==> src/rtl/blink_driver.sv <==
// Turns single-cycle event strobes into fixed ON/GAP indicator blinks, one per event,
// queueing events that arrive mid-blink so they replay back-to-back.
module blink_driver #(
  parameter int CLK_FREQUENCY = 40_000_000,
  parameter int BLINK_HZ      = 2,
  parameter int PEND_W        = 3
) (
  input  logic              clk,
  input  logic              reset_n,
  input  logic              trigger,
  input  logic              clear,
  output logic              led,
  output logic              busy,
  output logic [PEND_W-1:0] pending,
  output logic              overflow
);

  localparam int PERIOD     = CLK_FREQUENCY / BLINK_HZ;
  localparam int ON_CYCLES  = PERIOD / 2;
  localparam int GAP_CYCLES = PERIOD - ON_CYCLES;
  localparam int CNT_W      = (PERIOD > 2) ? $clog2(PERIOD) : 1;

  localparam logic [CNT_W-1:0]  ON_LAST  = CNT_W'(ON_CYCLES - 1);
  localparam logic [CNT_W-1:0]  GAP_LAST = CNT_W'(GAP_CYCLES - 1);
  localparam logic [PEND_W-1:0] PEND_MAX = {PEND_W{1'b1}};

  typedef enum logic [1:0] {IDLE, ON, GAP} state_t;

  state_t            state, state_nxt;
  logic [CNT_W-1:0]  cnt, cnt_nxt;
  logic              led_nxt;
  logic [PEND_W-1:0] pending_nxt;
  logic              overflow_nxt;
  logic              inc, dec;

  // Saturating queue update: an increment at the ceiling is reported, not wrapped.
  function automatic logic [PEND_W:0] pend_update(input logic [PEND_W-1:0] cur,
                                                  input logic up, input logic down);
    logic [PEND_W-1:0] nxt;
    logic              drop;
    nxt  = cur;
    drop = 1'b0;
    if (up && !down) begin
      if (cur == PEND_MAX) drop = 1'b1;
      else                 nxt  = cur + PEND_W'(1);
    end else if (down && !up) begin
      nxt = cur - PEND_W'(1);
    end
    return {drop, nxt};
  endfunction

  always_ff @(posedge clk or negedge reset_n) begin
    if (!reset_n) begin
      state    <= IDLE;
      cnt      <= '0;
      led      <= 1'b0;
      pending  <= '0;
      overflow <= 1'b0;
    end else begin
      state    <= state_nxt;
      cnt      <= cnt_nxt;
      led      <= led_nxt;
      pending  <= pending_nxt;
      overflow <= overflow_nxt;
    end
  end

  always_comb begin
    logic [PEND_W:0] upd;
    state_nxt    = state;
    cnt_nxt      = cnt;
    led_nxt      = led;
    inc          = 1'b0;
    dec          = 1'b0;
    pending_nxt  = pending;
    overflow_nxt = overflow;
    upd          = '0;

    case (state)
      IDLE: begin
        if (trigger) begin
          state_nxt = ON;
          cnt_nxt   = '0;
          led_nxt   = 1'b1;
        end
      end
      ON: begin
        inc = trigger;
        if (cnt == ON_LAST) begin
          state_nxt = GAP;
          cnt_nxt   = '0;
          led_nxt   = 1'b0;
        end else begin
          cnt_nxt = cnt + CNT_W'(1);
        end
      end
      GAP: begin
        inc = trigger;
        if (cnt == GAP_LAST) begin
          cnt_nxt = '0;
          if (pending != '0) begin
            dec       = 1'b1;
            state_nxt = ON;
            led_nxt   = 1'b1;
          end else if (trigger) begin
            // Empty queue: the strobe launches the next blink itself.
            inc       = 1'b0;
            state_nxt = ON;
            led_nxt   = 1'b1;
          end else begin
            state_nxt = IDLE;
            led_nxt   = 1'b0;
          end
        end else begin
          cnt_nxt = cnt + CNT_W'(1);
        end
      end
      default: begin
        state_nxt = IDLE;
        cnt_nxt   = '0;
        led_nxt   = 1'b0;
      end
    endcase

    upd         = pend_update(pending, inc, dec);
    pending_nxt = upd[PEND_W-1:0];
    if (upd[PEND_W]) overflow_nxt = 1'b1;

    if (clear) begin
      state_nxt    = IDLE;
      cnt_nxt      = '0;
      led_nxt      = 1'b0;
      pending_nxt  = '0;
      overflow_nxt = 1'b0;
    end
  end

  assign busy = (state != IDLE);

endmodule

==> config.mk <==
export PLATFORM = sky130hd
export DESIGN_NAME = blink_driver
export DESIGN_NICKNAME = d
export VERILOG_FILES = /design/src/rtl/blink_driver.sv
export SDC_FILE = /design/constraint.sdc
export NUM_CORES = 1
export LEC_CHECK = 0
export BUFFER_PORTS_ARGS = -buffer_cell sky130_fd_sc_hd__clkbuf_2
export CAP_MARGIN = 20
export CELL_PAD_IN_SITES_DETAIL_PLACEMENT = 0
export CELL_PAD_IN_SITES_GLOBAL_PLACEMENT = 1
export CORE_MARGIN = 4
export CORE_UTILIZATION = 42
export CTS_CLUSTER_DIAMETER = 200
export DETAILED_ROUTE_END_ITERATION = 16
export HOLD_SLACK_MARGIN = 0.05
export PLACE_DENSITY = 0.85
export SLEW_MARGIN = 20
export SYNTH_ARGS = -nofsm -noshare
export SYNTH_HDL_FRONTEND = slang
export SYNTH_SLANG_ARGS = --single-unit
==> constraint.sdc <==
create_clock -name clk -period 2.9 [get_ports clk]
set_input_delay 0.58 -clock clk [delete_from_list [all_inputs] [get_ports clk]]
set_output_delay 0.58 -clock clk [all_outputs]
set_load 0.01 [all_outputs]
Word level (Yosys, flattened, before mapping)
Index checks and enable logic that the tools add are counted.
W data, S select, Z words.

cells by class
  add/subtract/negate cells = 3
  equality and inequality tests = 8
  mux-type cells = 32
  reduce and logical (&&, ||, !) cells = 12

operators with widths
  kind                     number
  $mux W25                 3
  $pmux W25 S2             1
  $add A25 B1 Y25 const B  1
  $eq A25 B24 Y1 const B   1
  $mux W1                  17
  $mux W3                  4
  $ne A3 B3 Y1 const B     4
  $mux W2                  4
  $pmux W2 S3              1
  $reduce_bool A3 Y1       2
  $reduce_bool A2 Y1       2
  $add A3 B1 Y3 const B    1
  $eq A3 B3 Y1 const B     1
  $pmux W1 S3              1
  $reduce_and A3 Y1        1
  $sub A3 B1 Y3 const B    1
  $eq A2 B1 Y1 const B     1
  $eq A2 B2 Y1 const B     1
  $logic_and A1 B1 Y1      2
  $logic_not A1 Y1         2
  $logic_not A2 Y1         1
  $pmux W1 S2              1
  $reduce_and A2 Y1        1
  $reduce_or A2 Y1         1

word-level totals
  bits in registers = 32
  word-level logic and storage cells = 60

Longest topological paths before layout
Gate-level depths: netlist (run 1).

  depth in word-level cells = 9
  mapped depth = 10
  mapped depth without buffers = 10

Least setup slack after synthesis (run 1)
No wires, ideal clock.

  path type = reg-to-reg
  start point = register cnt[18]
  end point = register pending[2]
  arrival time = 3,038 ps
  path slack = -266 ps
  cell stages (with the launch flop) = 10
  path buffers = 0
  cells stage by stage = dfrtp_1 > or4b_1 > or4_1 > or2_1 > a22o_1 > and2_2 > fa_1 > nor3b_1 > a22oi_1 > mux2_1

between the ends
  cells in the longest elaborated chain, start to end = 7
  elaborated cells on any way between the ends = 14

RTL lines
  item                                                           line    RTL
  from (decl)                                                    30      logic [CNT_W-1:0] cnt, cnt_nxt;
  from (signal assigned)                                         61      cnt <= cnt_nxt;
  $eq A25 B24 Y1 *                                               99      if (cnt == GAP_LAST) begin
  $mux W1                                                        99
  $pmux W1 S2 / $mux W1 (equally long branches)                  79      case (state)
  $logic_not A1 Y1 (on tied branches)                            46, 43
  $logic_and A1 B1 Y1 (on tied branches)                         46, 43
  $reduce_bool A3 Y1 (no line) (tied with other cells)           n/a
  $reduce_and A2 Y1 (no line) / $mux W3 (equally long branches)  n/a
  to (signal assigned)                                           63      pending <= pending_nxt;
  to (decl)                                                      14      output logic [PEND_W-1:0] pending,

Every way passes the cells marked *; elsewhere a longest branch is shown, timed or not.
A chain may end at the register's enable or synchronous reset.

Worst setup path after layout (run 1)
  start point = register cnt[13]
  end point = register pending[2]

The elaborated chain is that of the path after synthesis.

==> impl_metrics.json, run 1 <==
{
  "synth_async_sr_flop_share_pct": 100,
  "area_delta_synth_final_pct": 16.9,
  "drt_iter0_drc": 76,
  "cts_h_tree_depth": 2,
  "drc": 0,
  "clockRootBuffer": "sky130_fd_sc_hd__clkbuf_8",
  "layout.filler_cells": 386,
  "routed_wire_length_per_instance_um": 13.4,
  "first_global_vias": 1367,
  "final-instance-count-excl-fill": 263,
  "report.power.total_mw": 1.29,
  "worstSkewPairLatency_ps": 280,
  "final_cell_mix": "sky130_fd_sc_hd__nor2_1, sky130_fd_sc_hd__dfrtp_1, sky130_fd_sc_hd__nand2_1",
  "layout.cells.most_common": "sky130_fd_sc_hd__nor2_1",
  "timing_worst_slew_pin_value_ps": 803,
  "timing.max_cap.violations": 0,
  "final-hold-violation-count": 0,
  "number_of_buffers_created_by_cts": 5,
  "antenna_found_initial": 0,
  "slew-limit-headroom_pct": 46.4,
  "ratio_of_routed_vias_to_standard_cells": 5.19,
  "finalSetupTns_ps": -103,
  "floorplan.die.height_um": 73.1,
  "seq_area_um2": 801,
  "edff_count_synth": 0,
  "crit_required_ps": 3050,
  "floorplan.io_pins": 10,
  "dp.cells": 255,
  "setup-violations-final": 1,
  "fraction_of_final_layout_cells_with_drive_strength_greater_than_1_pct": 18.8,
  "syn_area_per_cell_um2": 9.51,
  "diodes_inserted": 0,
  "gate_count_after_technology_mapping": 187,
  "worst_setup_path_start_kind": "flop",
  "port-buffer-count": 9,
  "core_area_um2": 4060,
  "synth_seq_cells": 32,
  "synth_largest_type_area_fraction_pct": 45.0,
  "period_needed_ps": 3000,
  "timing.fmax_ghz": 0.333,
  "clk_pin_slew_ps": 70,
  "hpwlAfterDp_um": 2500,
  "fin_nets": 224,
  "power.density_cell_area_nw_per_um2": 622,
  "cts_tree": "yes",
  "crit_chain": "or4b_1 > or4_1 > or2_1 > a22o_1 > and2_4 > fa_2 > nor3b_2 > a22oi_1 > mux2_1",
  "dieArea_um2": 5340,
  "synth.distinct_cells": 40,
  "row_count": 23,
  "timing.final.crit_share_pct": 104,
  "ant_nets": 0,
  "finalHoldWorstSlack_ps": 384,
  "status": "finished, violations left",
  "final_wirelength_um": 3540,
  "tritoncts_num_sinks": 32,
  "route.vias.total": 1364,
  "violations": "setup timing",
  "netlist_top_cells_area": "sky130_fd_sc_hd__dfrtp_1, sky130_fd_sc_hd__nor2_1, sky130_fd_sc_hd__xor2_1, sky130_fd_sc_hd__ha_1, sky130_fd_sc_hd__xnor2_1",
  "grt_remaining_overflow": 0,
  "synth_top_cell_by_area": "sky130_fd_sc_hd__dfrtp_1",
  "synth.net_count": 198,
  "critical_path.top_delay_family": "simple AND/OR/NAND/NOR gates",
  "replace_congestion": 0.826,
  "grt_first_pass_wirelength_um": 6370,
  "multi_input_area_um2": 952,
  "leakagePower_nw": 0.910,
  "postSynth.topFlopCell": "sky130_fd_sc_hd__dfrtp_1",
  "die_width_um": 73.1,
  "finalMaxSlewViolations": 0,
  "yosys_warnings": 0,
  "kind_of_critical_path": "reg2reg",
  "postLayoutSetupSlackWorst_ps": -103,
  "power.ir.vdd_worst_mv": 0.346,
  "timing.critical_path.slowest_cell_delay_ps": 530,
  "critical_path.endpoint_type": "flop",
  "fin_worst_skew_ps": 5.31,
  "floorplan.initialDensity_pct": 43.8,
  "synth_area_um2": 1780,
  "arrival_time_of_data_at_the_critical_path_endpoint_ps": 3160,
  "clock_tree.buffer_depth": 2,
  "cp_num_buf_inv": 0,
  "worstHoldPathType": "in2async",
  "drt_first_pass_iters": 4,
  "grt_start_max_net_pins": 33,
  "timing.critical_path.fanout_max": 2,
  "crit_path_top_delay_cell": "sky130_fd_sc_hd__or4b_1",
  "rsz0062_at_grt": "yes",
  "sequential_area_share_after_synthesis_pct": 45.0,
  "track_usage_pct": 15.4
}
-- power breakdown --
part | switching [mW] | internal, mW
logic | 0.234 | 0.174
registers | 0.0381 | 0.483
clock network | 0.153 | 0.211
-- cells in the mapped netlist, types with 2 or more instances --
cell                       count
sky130_fd_sc_hd__xor2_1       13
sky130_fd_sc_hd__and3_1        4
sky130_fd_sc_hd__o21ai_0       3
sky130_fd_sc_hd__and2_2        2
sky130_fd_sc_hd__mux2i_1       2
sky130_fd_sc_hd__mux2_2        2
sky130_fd_sc_hd__nor2b_1       2
sky130_fd_sc_hd__nor2_1       37
sky130_fd_sc_hd__or4_1         2
sky130_fd_sc_hd__o31ai_1       2
sky130_fd_sc_hd__dfrtp_1      32
sky130_fd_sc_hd__nand4_1       4
sky130_fd_sc_hd__nand2_1      14
sky130_fd_sc_hd__mux2_1        3
sky130_fd_sc_hd__xnor2_1       8
sky130_fd_sc_hd__inv_1         7
sky130_fd_sc_hd__ha_1          6
sky130_fd_sc_hd__a21oi_1       2
sky130_fd_sc_hd__nor3_1        5
sky130_fd_sc_hd__and4_1        2
sky130_fd_sc_hd__nand3_1      12
sky130_fd_sc_hd__nor3b_1       4
sky130_fd_sc_hd__clkbuf_1      2
-- worst reg2reg max path, cell delays in order, from the launching register on --
cell	delay, ps
sky130_fd_sc_hd__dfrtp_1	380
sky130_fd_sc_hd__or4b_1	530
sky130_fd_sc_hd__or4_1	420
sky130_fd_sc_hd__or2_1	240
sky130_fd_sc_hd__a22o_1	220
sky130_fd_sc_hd__and2_4	140
sky130_fd_sc_hd__fa_2	360
sky130_fd_sc_hd__nor3b_2	160
sky130_fd_sc_hd__a22oi_1	100
sky130_fd_sc_hd__mux2_1	330
-- path summary, 6_finish.rpt --
| kind | startpoint | to | slack, ps | cells past startpoint |
|---|---|---|---|---|
| max in group asynchronous | reset_n | cnt[4] | 2020 | 1 |
| min in group clk | cnt[1] | cnt[1] | 500 | 2 |
| max reg2reg | cnt[13] | pending[2] | -100 | 9 |
| min | reset_n | cnt[11] | 380 | 1 |
| max | cnt[13] | pending[2] | -100 | 9 |
| min reg2reg | cnt[1] | cnt[1] | 500 | 2 |
-- kinds of logic after synthesis --
family / share of synthesized area [%]
AND/OR/NAND/NOR: 28.5
flip-flops: 45.0
XOR/XNOR: 10.3
AO/OA/AOI/OAI: 4.22
buffers and inverters: 2.32
multiplexers: 4.29
adder cells (fa/ha/maj): 5.34
-- sequential cells by signal, indices dropped and copies added, names as in the netlist --
signal,cells
cnt,25
pending,3
state,2
led,1
overflow,1
-- metrics by stage --
| stage | setup WS, ps | instance area, µm² | utilization (%) |
|---|---|---|---|
| final | -103 | 2080 | 51.3 |
| after global routing | -240 | 2080 | 51.3 |
| after CTS | -66.4 | 2070 | 50.9 |
| after detailed placement | -46.4 | 1970 | 48.6 |
| after global placement | 5.74 | 1970 | 48.6 |
| after floorplan | -22.7 | 1790 | - |
-- metal layers --
metal / up-vias / track usage [%] / wire length (µm)
met5: - / 0 / 0
met4: 0 / 4.51 / 40
met3: 4 / 5.65 / 127
met2: 17 / 22.5 / 1590
met1: 653 / 21.3 / 1780
li1: 690 / - / -
-- what timing repair did --
item                       4_1_cts  5_1_grt
setup buffers                    0        1
setup endpoints to repair        1        2
hold buffers                     0        0
gates resized for setup          0        2
-- area by class of cell --
| type | instances | share of cell area [%] |
|---|---|---|
| repair buffers | 22 | 6.86 |
| inverters | 7 | 1.26 |
| flip-flops and latches | 32 | 38.5 |
| multi-input cells | 145 | 45.8 |
| clock buffers | 7 | 4.63 |
| well taps | 50 | 3.01 |
Note: power is estimated with default switching activity, not from simulation.
==> run 2: changes to the inputs <==
--- a/config.mk
+++ b/config.mk
@@ -5,7 +5,7 @@
 export SDC_FILE = /design/constraint.sdc
 export NUM_CORES = 1
 export LEC_CHECK = 0
-export BUFFER_PORTS_ARGS = -buffer_cell sky130_fd_sc_hd__clkbuf_2
+export BUFFER_PORTS_ARGS = -buffer_cell sky130_fd_sc_hd__buf_2
 export CAP_MARGIN = 20
 export CELL_PAD_IN_SITES_DETAIL_PLACEMENT = 0
 export CELL_PAD_IN_SITES_GLOBAL_PLACEMENT = 1
==> constraint.sdc (replaced) <==
create_clock -name clk -period 2.9 [get_ports clk]
set_input_delay 0.435 -clock clk [delete_from_list [all_inputs] [get_ports clk]]
set_output_delay 0.435 -clock clk [all_outputs]
set_load 0.01 [all_outputs]
==> run 2 against run 1 <==
  * The flow still finishes with violations (setup timing)
  * Maximum frequency rose by 2.4%
  * Critical endpoint unchanged
  * Global-route usage down 0.93 points
  * Clock-buffer cell count increased by 1
  * Sequential share of layout area up 0.16 points
  * Register-to-register slack improved by 70 ps
  * Flip-flop and latch count unchanged
  * Design area down 0.42%
  * Clock power shrank 5%
  * Largest power group unchanged
  * Non-clock buffer count unchanged
==> impl_metrics.json, run 2 (same netlist as run 1, synthesis figures left out) <==
{
  "cts_tree": "yes",
  "largest_registers": "cnt: 25 flops, pending: 3 flops, state: 2 flops",
  "tritoncts_num_sinks": 32,
  "rsz0062_at_grt": "yes",
  "clockRootBuffer": "sky130_fd_sc_hd__clkbuf_8",
  "worstSkewPairLatency_ps": 280,
  "period_needed_ps": 2930,
  "critical_path.top_delay_family": "simple AND/OR/NAND/NOR gates",
  "route.vias.total": 1325,
  "grt_remaining_overflow": 0,
  "number_of_buffers_created_by_cts": 5,
  "power.density_cell_area_nw_per_um2": 608,
  "power.ir.vdd_worst_mv": 0.299,
  "groute.layer.met1.usage_pct": 20.9,
  "timing.critical_path.slowest_cell_delay_ps": 510,
  "ff2ff_path_depth": 9,
  "port-buffer-count": 9,
  "crit_chain": "or4b_1 > or4_1 > or2_1 > a22o_1 > and2_4 > fa_2 > nor3b_2 > a22oi_1 > mux2_1",
  "ratio_of_routed_vias_to_standard_cells": 5.02,
  "drc": 0,
  "crit-reg2reg-capture": "pending[2]",
  "crit_path_top_delay_cell": "sky130_fd_sc_hd__or4b_1",
  "track_usage_pct": 14.5,
  "fraction_of_final_layout_cells_with_drive_strength_greater_than_1_pct": 17.8,
  "area_delta_synth_final_pct": 16.5,
  "clk_pin_slew_ps": 70,
  "final_wirelength_um": 3340,
  "clock_tree.buffer_depth": 2,
  "worstHoldPathType": "in2async",
  "finalMaxSlewViolations": 0,
  "detailedPlace.worstSlack_ps": -23.5,
  "regToRegSetupSlack_ps": -30,
  "hpwlAfterDp_um": 2410,
  "timing.final.crit_share_pct": 101,
  "top_register": "cnt",
  "die_width_um": 73.1,
  "floorplan.initialDensity_pct": 43.8,
  "floorplan.die.height_um": 73.1,
  "ant_nets": 0,
  "gr-usage-met2_pct": 20.3,
  "status": "finished, violations left",
  "multi_input_area_um2": 950,
  "finalSetupTns_ps": -33.0,
  "grt_first_pass_wirelength_um": 5960,
  "largest_reg_flops": 25,
  "timing.critical_path.fanout_max": 2,
  "row_count": 23,
  "replace_congestion": 0.811,
  "fin_nets": 224,
  "grt.met3_usage_pct": 4.13,
  "cts_h_tree_depth": 2,
  "first_global_vias": 1305,
  "final-hold-violation-count": 0,
  "drt_first_pass_iters": 4,
  "antenna_found_initial": 0,
  "final_cell_mix": "sky130_fd_sc_hd__nor2_1, sky130_fd_sc_hd__dfrtp_1, sky130_fd_sc_hd__nand2_1",
  "drt_iter0_drc": 87,
  "violations": "setup timing",
  "critical_path.endpoint_type": "flop",
  "crit_required_ps": 3070,
  "cp_num_buf_inv": 0,
  "routed_wire_length_per_instance_um": 12.6,
  "timing.fmax_ghz": 0.341,
  "hold_buffers": 0,
  "timing_worst_slew_pin_value_ps": 709,
  "arrival_time_of_data_at_the_critical_path_endpoint_ps": 3100,
  "slew-limit-headroom_pct": 52.7,
  "seq_area_um2": 801,
  "kind_of_critical_path": "reg2reg",
  "layout.cells.most_common": "sky130_fd_sc_hd__nor2_1",
  "globalRoute.busiestLayer": "met1",
  "floorplan.io_pins": 10,
  "layout.filler_cells": 388,
  "fin_worst_skew_ps": 8.15,
  "grt_start_max_net_pins": 33,
  "core_area_um2": 4060,
  "timing.max_cap.violations": 0,
  "postLayoutSetupSlackWorst_ps": -33.0,
  "leakagePower_nw": 0.908,
  "setup-violations-final": 1,
  "diodes_inserted": 0,
  "crit-reg2reg-launch": "cnt[13]",
  "worst_setup_path_start_kind": "flop",
  "dieArea_um2": 5340
}
## run 2: changes by cell type in the layout (fill, tap and decap cells not counted)
cell / change
sky130_fd_sc_hd__clkbuf_8: -1
sky130_fd_sc_hd__clkbuf_2: -9
sky130_fd_sc_hd__nor2_2: -1
sky130_fd_sc_hd__nor2_1: +1
sky130_fd_sc_hd__clkbuf_1: +2
sky130_fd_sc_hd__buf_2: +9
## run 2: worst max path at each step
| stage | startpoint | to | slack [ps] | depth (start not counted) |
|---|---|---|---|---|
| after floorplan | cnt[13] | pending[2] | -20 | 9 |
| after global placement | cnt[13] | pending[2] | 0.7 | 9 |
| after detailed placement | cnt[13] | pending[2] | -20 | 9 |
| after CTS | cnt[13] | pending[2] | -40 | 9 |
| after global routing | cnt[13] | pending[2] | -180 | 9 |
| final | cnt[13] | pending[2] | -30 | 9 |
## run 2: final cells by class
class / instances / share of cell area, %
Clock buffer: 8 / 4.35
Tap cell: 50 / 3.02
Sequential cell: 32 / 38.6
Inverter: 7 / 1.27
Multi-Input combinational cell: 145 / 45.8
Timing Repair Buffer: 22 / 6.88
## run 2: worst reg2reg max path, delay by kind of cell, from the launching register on
family	cells	cell delay, ps
flip-flops	1	380
AND/OR/NAND/NOR	5	1470
adder cells (fa/ha/maj)	1	360
AO/OA/AOI/OAI	2	320
multiplexers	1	310
## run 2: report_power, final
group | leakage, nW | internal (mW) | switching, mW
Clock | 0.0455 | 0.193 | 0.153
Combinational | 0.420 | 0.170 | 0.223
Sequential | 0.443 | 0.483 | 0.0372
Total | 0.908 | 0.847 | 0.413
## run 2: per-stage QoR
stage	std cells	total power, mW	util (%)	hold slack, ps	instance area [µm²]
floorplan	187	0.799	-	139	1790
global placement	255	0.920	48.6	485	1970
detailed placement	255	0.925	48.6	495	1970
CTS	263	1.28	50.8	235	2060
global route	264	1.36	51.1	262	2070
finish	264	1.26	51.1	207	2070
## run 2: what timing repair did
action,CTS,global route
endpoints found under the hold margin,0,0
buffers inserted,0,1
gates resized for setup,0,1
setup endpoints to repair,1,2
pin swaps,0,0
## run 2: routing by layer
metal  wire length (µm)  up-vias
li1                   -      694
met1               1780      614
met2               1400       12
met3                112        5
met4                 38        0
met5                  0        -
